===== src/rtl/eq_mix_sequencer.sv =====
// Three-band EQ sequencer: launches the band filters, collects their outputs and mixes them
// with Q.16 gains on one shared multiplier. Define EQ_MIX_SAT_EN to saturate instead of wrap.
module eq_mix_sequencer #(
  parameter int unsigned TIMEOUT_CYC = 1024,
  parameter int unsigned W           = 29
) (
  input  logic         clk_i,
  input  logic         reset,
  input  logic         sample_valid_i,
  input  logic [W-1:0] sample_i,
  input  logic [W-1:0] gain1_i,
  input  logic [W-1:0] gain2_i,
  input  logic [W-1:0] gain3_i,
  input  logic         clr_flags_i,
  output logic         filt_start_o,
  output logic [W-1:0] filt_dato_o,
  input  logic [2:0]   band_done_i,
  input  logic [W-1:0] band1_i,
  input  logic [W-1:0] band2_i,
  input  logic [W-1:0] band3_i,
  output logic [W-1:0] mix_o,
  output logic         mix_valid_o,
  output logic         busy_o,
  output logic         overrun_o,
  output logic         timeout_o
);

  localparam int unsigned CntW = $clog2(TIMEOUT_CYC + 1);

  typedef enum logic [2:0] {StIdle, StLaunch, StWait, StMac, StOut} state_e;

  state_e                state_q, state_d;
  logic [W-1:0]          dato_q, dato_d;
  logic signed [W-1:0]   gain_q [3];
  logic signed [W-1:0]   gain_d [3];
  logic signed [W-1:0]   cap_q [3];
  logic signed [W-1:0]   cap_d [3];
  logic [2:0]            mask_q, mask_d;
  logic [CntW-1:0]       cnt_q, cnt_d;
  logic [1:0]            idx_q, idx_d;
  logic signed [W+1:0]   acc_q, acc_d;
  logic [W-1:0]          mix_q, mix_d;
  logic                  mix_valid_q, mix_valid_d;
  logic                  overrun_q, overrun_d;
  logic                  timeout_q, timeout_d;

  logic signed [W-1:0]   band_in [3];
  logic signed [W-1:0]   cap_sel, gain_sel;
  logic signed [2*W-1:0] prod;
  logic signed [W+1:0]   term;
  logic [W-1:0]          out_val;
  logic                  unused_prod;

  assign band_in[0] = band1_i;
  assign band_in[1] = band2_i;
  assign band_in[2] = band3_i;

  always_comb begin
    cap_sel  = '0;
    gain_sel = '0;
    case (idx_q)
      2'd0: begin cap_sel = cap_q[0]; gain_sel = gain_q[0]; end
      2'd1: begin cap_sel = cap_q[1]; gain_sel = gain_q[1]; end
      2'd2: begin cap_sel = cap_q[2]; gain_sel = gain_q[2]; end
      default: ;
    endcase
  end

  // Bits [W+17:16] of the full product equal the floored >>>16 result truncated to acc width.
  assign prod        = cap_sel * gain_sel;
  assign term        = prod[W+17:16];
  assign unused_prod = ^{prod[2*W-1:W+18], prod[15:0]};

  always_comb begin
    out_val = acc_q[W-1:0];
`ifdef EQ_MIX_SAT_EN
    if (acc_q[W+1:W-1] != 3'b000 && acc_q[W+1:W-1] != 3'b111) begin
      out_val = acc_q[W+1] ? {1'b1, {(W-1){1'b0}}} : {1'b0, {(W-1){1'b1}}};
    end
`endif
  end

  always_comb begin
    state_d     = state_q;
    dato_d      = dato_q;
    gain_d      = gain_q;
    cap_d       = cap_q;
    mask_d      = mask_q;
    cnt_d       = cnt_q;
    idx_d       = idx_q;
    acc_d       = acc_q;
    mix_d       = mix_q;
    mix_valid_d = 1'b0;
    overrun_d   = overrun_q;
    timeout_d   = timeout_q;

    // Clear first so a same-cycle set below takes priority.
    if (clr_flags_i) begin
      overrun_d = 1'b0;
      timeout_d = 1'b0;
    end
    if (sample_valid_i && state_q != StIdle) overrun_d = 1'b1;

    case (state_q)
      StIdle: begin
        if (sample_valid_i) begin
          dato_d    = sample_i;
          gain_d[0] = gain1_i;
          gain_d[1] = gain2_i;
          gain_d[2] = gain3_i;
          state_d   = StLaunch;
        end
      end
      StLaunch: begin
        mask_d  = '0;
        cap_d   = '{default: '0};
        cnt_d   = '0;
        idx_d   = '0;
        acc_d   = '0;
        state_d = StWait;
      end
      StWait: begin
        for (int k = 0; k < 3; k++) begin
          if (band_done_i[k] && !mask_q[k]) begin
            mask_d[k] = 1'b1;
            cap_d[k]  = band_in[k];
          end
        end
        cnt_d = cnt_q + 1'b1;
        if (mask_d == 3'b111) begin
          idx_d   = '0;
          state_d = StMac;
        end else if (cnt_q == CntW'(TIMEOUT_CYC - 1)) begin
          timeout_d = 1'b1;
          idx_d     = '0;
          state_d   = StMac;
        end
      end
      StMac: begin
        acc_d = acc_q + term;
        idx_d = idx_q + 2'd1;
        if (idx_q == 2'd2) state_d = StOut;
      end
      StOut: begin
        mix_d       = out_val;
        mix_valid_d = 1'b1;
        state_d     = StIdle;
      end
      default: state_d = StIdle;
    endcase
  end

  always_ff @(posedge clk_i or negedge reset) begin
    if (!reset) begin
      state_q     <= StIdle;
      dato_q      <= '0;
      for (int k = 0; k < 3; k++) begin
        gain_q[k] <= '0;
        cap_q[k]  <= '0;
      end
      mask_q      <= '0;
      cnt_q       <= '0;
      idx_q       <= '0;
      acc_q       <= '0;
      mix_q       <= '0;
      mix_valid_q <= 1'b0;
      overrun_q   <= 1'b0;
      timeout_q   <= 1'b0;
    end else begin
      state_q     <= state_d;
      dato_q      <= dato_d;
      gain_q      <= gain_d;
      cap_q       <= cap_d;
      mask_q      <= mask_d;
      cnt_q       <= cnt_d;
      idx_q       <= idx_d;
      acc_q       <= acc_d;
      mix_q       <= mix_d;
      mix_valid_q <= mix_valid_d;
      overrun_q   <= overrun_d;
      timeout_q   <= timeout_d;
    end
  end

  assign filt_start_o = (state_q == StLaunch);
  assign busy_o       = (state_q != StIdle);
  assign filt_dato_o  = dato_q;
  assign mix_o        = mix_q;
  assign mix_valid_o  = mix_valid_q;
  assign overrun_o    = overrun_q;
  assign timeout_o    = timeout_q;

endmodule


===== config.mk =====
export PLATFORM = sky130hd
export DESIGN_NAME = eq_mix_sequencer
export DESIGN_NICKNAME = d
export VERILOG_FILES = /design/src/rtl/eq_mix_sequencer.sv
export SDC_FILE = /design/constraint.sdc
export NUM_CORES = 2
export LEC_CHECK = 0
export BUFFER_PORTS_ARGS = -buffer_cell sky130_fd_sc_hd__buf_2
export CORE_AREA = 2 2 277 279
export DETAILED_ROUTE_END_ITERATION = 8
export DIE_AREA = 0 0 279 281
export GPL_TIMING_DRIVEN = 0
export MAX_ROUTING_LAYER = met4
export PLACE_DENSITY = 0.72
export SLEW_MARGIN = 25
export SYNTH_ARGS = -nofsm -noshare
export SYNTH_HDL_FRONTEND = slang
export SYNTH_SLANG_ARGS = --single-unit

===== constraint.sdc =====
create_clock -name clk_i -period 11.6 [get_ports clk_i]
set_clock_uncertainty 0.2 [all_clocks]
set_input_delay 2.32 -clock clk_i [delete_from_list [all_inputs] [get_ports clk_i]]
set_output_delay 2.32 -clock clk_i [all_outputs]
set_load 0.03 [all_outputs]

==> results.yml <==
synth:
  netlist_area_um2: 37500
  synth_edf_count: 0
  async_flop_share: 1.00
  synth_common_cells: "inv_1, fa_1, nand2_1, nor2_1, dfrtp_1"
  yosys_warnings: 0
  yosysSeqAreaShare: 0.189
  synth_area_leader_cell: "fa_1"
  synth-main-ff-cell: "dfrtp_1"
  synth_cell_type_count: 61
  yosysMostFrequentCell: "inv_1"
  syn-num-nets: 5168
  synth_area_leaders: "fa_1, dfrtp_1, inv_1"
  synth_top_area_frac: 0.382
  ys_ff_latch: 283
  synthCells: 4054
  synth_area_per_cell_um2: 9.26
place:
  dp_slack_ns: -2.39
  hpwl_um: 115000
  place.gp.congestion: 1.08
  port_buffers: 272
timing:
  fin_crit_ns: 11.35
  setup-violations-final: 0
  fmax_mhz: 88.1
  setup_ws_ns: 0.252
  hold_viol_final: 0
  tightest_slew_ns: 1.15
  timing.final.crit_share: 0.978
  slew_headroom: 0.231
  slew_violations: 0
  timing.hold.ws_ns: 0.268
drt:
  detail_route.first_pass.iterations: 6
  drt_wl_total_um: 140000
  vias: 30900
  drc: 0
  initialDrtViolationCount: 3179
  viasPerCell: 5.70
  wl_per_cell_um: 25.8
  ant_nets: 0
clocking:
  cts_buffers: 30
  clock_latency_ns: 0.61
  hold_buffers: 0
  cts_sinks: 283
  clk_pin_slew_ns: 0.06
  cts-root-buf: "clkbuf_16"
  clockBufferDepth: 3
  cts_tree: "done"
  htreeDepth: 1
finish:
  multi_input_comb_area_um2: 27300
  syn2layout_area_growth_pct: 13.5
  drive_gt1_frac: 0.172
  fill_cells: 6762
  fin_nets: 5525
  regArea_um2: 7080
  final_core_util: 0.565
critical_path:
  crit_type: "reg -> reg"
  path_max_fanout: 10
  cpMaxStageDelayCell: "clkbuf_1"
  required_ns: 11.95
  rrSetupSlack_ns: 0.25
  crit_path_end: "acc_q[21]"
  crit_top_cell: "fa_1"
  r2r_start: "idx_q[1]"
  rr_endpoint: "acc_q[21]"
  ff2ff_path_depth: 39
  cp.arrival_ns: 11.70
  worst_setup_path_start_kind: "register"
  crit_path_end_kind: "register"
  startpoint: "idx_q[1]"
  crit_path_max_incr_delay_ns: 0.84
floorplanning:
  die_w_um: 279
  rows: 101
  io_pins: 273
  die_area_um2: 78400
  coreArea_um2: 75400
  initial_core_util: 0.498
  die_h_um: 281
global_route:
  grt_pass1_wl_um: 207000
  grt_antenna_before_repair: 8
  grt_usage: 0.376
  first_global_vias: 32200
  grt-ovfl-total: 0
  grt_max_degree: 93
run:
  max-cap-violations: 0
run_status:
  status: "finished clean"
min_path:
  hold_path_class: "reg -> reg"
## critical path: cells and delay by family (launching register included)
family / cells / cell delay (ns)
fa+ha+maj: 11 / 4.39
simple gates: 9 / 2.18
buf+inv: 8 / 1.97
compound gates: 10 / 1.85
flops: 1 / 0.42
xor+xnor: 1 / 0.27
## logic make-up after synthesis
group | Yosys count | synth area share
and+or+nand+nor | 1374 | 0.153
buffers and inverters | 995 | 0.101
adders and majority gates | 904 | 0.445
DFF | 283 | 0.189
AOI/OAI and AO/OA | 265 | 0.0479
muxes | 149 | 0.0446
xor gates and xnor gates | 84 | 0.0200
## layer usage
layer / up-vias / share of wire / wire length [um] / global-route usage
met5: - / 0 / 0 / -
met4: 0 / 0.082 / 11400 / 0.239
met3: 426 / 0.10 / 14400 / 0.0794
met2: 1853 / 0.45 / 63000 / 0.574
met1: 15600 / 0.37 / 51100 / 0.457
li1: 13000 / - / - / -
## worst min path at each step
| stage | from | end | slack (ns) | depth (start not counted) |
|---|---|---|---|---|
| floorplan | cap_q[29] | cap_q[29] | 0.24 | 2 |
| global placement | cap_q[8] | cap_q[8] | 0.25 | 2 |
| detailed placement | cap_q[30] | cap_q[30] | 0.26 | 2 |
| CTS | cap_q[8] | cap_q[8] | 0.27 | 2 |
| global route | cap_q[73] | cap_q[73] | 0.29 | 2 |
| finish | cap_q[57] | cap_q[57] | 0.27 | 2 |
## state kept, by name (all words and copies together) (netlist names)
register     flops
cap_q           87
gain_q          87
acc_q           29
filt_dato_o     29
mix_o           29
cnt_q           11
mask_q           3
state_q          3
idx_q            2
mix_valid_o      1
overrun_o        1
timeout_o        1
## cells in the final DEF, fill, tap and decap left out, drive strengths merged, types with 46 or more instances in the layout
cell type / count
inv: 796
fa: 717
nand2: 609
nor2: 464
buf: 382
dfrtp: 283
ha: 187
clkbuf: 172
mux2: 145
nand3: 107
o21ai: 63
xnor2: 61
a21oi: 53
or3: 46
## what timing repair did
| item | 4_1_cts | 5_1_grt |
|---|---|---|
| pin swaps | 15 | 44 |
| cloned | 0 | 0 |
| resized for setup | 166 | 190 |
| setup endpoints to repair | 25 | 16 |
| setup buffers | 16 | 33 |
## stage by stage
| stage | instance area [um2] | cells | setup TNS [ns] |
|---|---|---|---|
| 2_1_floorplan | 37500 | 4054 | 0 |
| 3_3_place_gp | 40100 | 5304 | -38.93 |
| 3_5_place_dp | 40400 | 5337 | -32.62 |
| 4_1_cts | 41900 | 5389 | 0 |
| 5_1_grt | 42600 | 5417 | -0.379 |
| 6_report | 42600 | 5421 | 0 |
## final cells by class
class | count | share of cell area
clock inverter | 15 | 0.00435
tap | 978 | 0.0287
clock buffer | 40 | 0.0192
buffer | 172 | 0.0234
antenna | 9 | 0.000529
timing repair buffer | 351 | 0.0473
multi-input combinational | 2776 | 0.640
inverter | 797 | 0.0702
sequential | 283 | 0.166
Power is left out: the tool's default activity adds up to more than one toggle a clock period on the data nets, which glitch-free logic cannot reach.
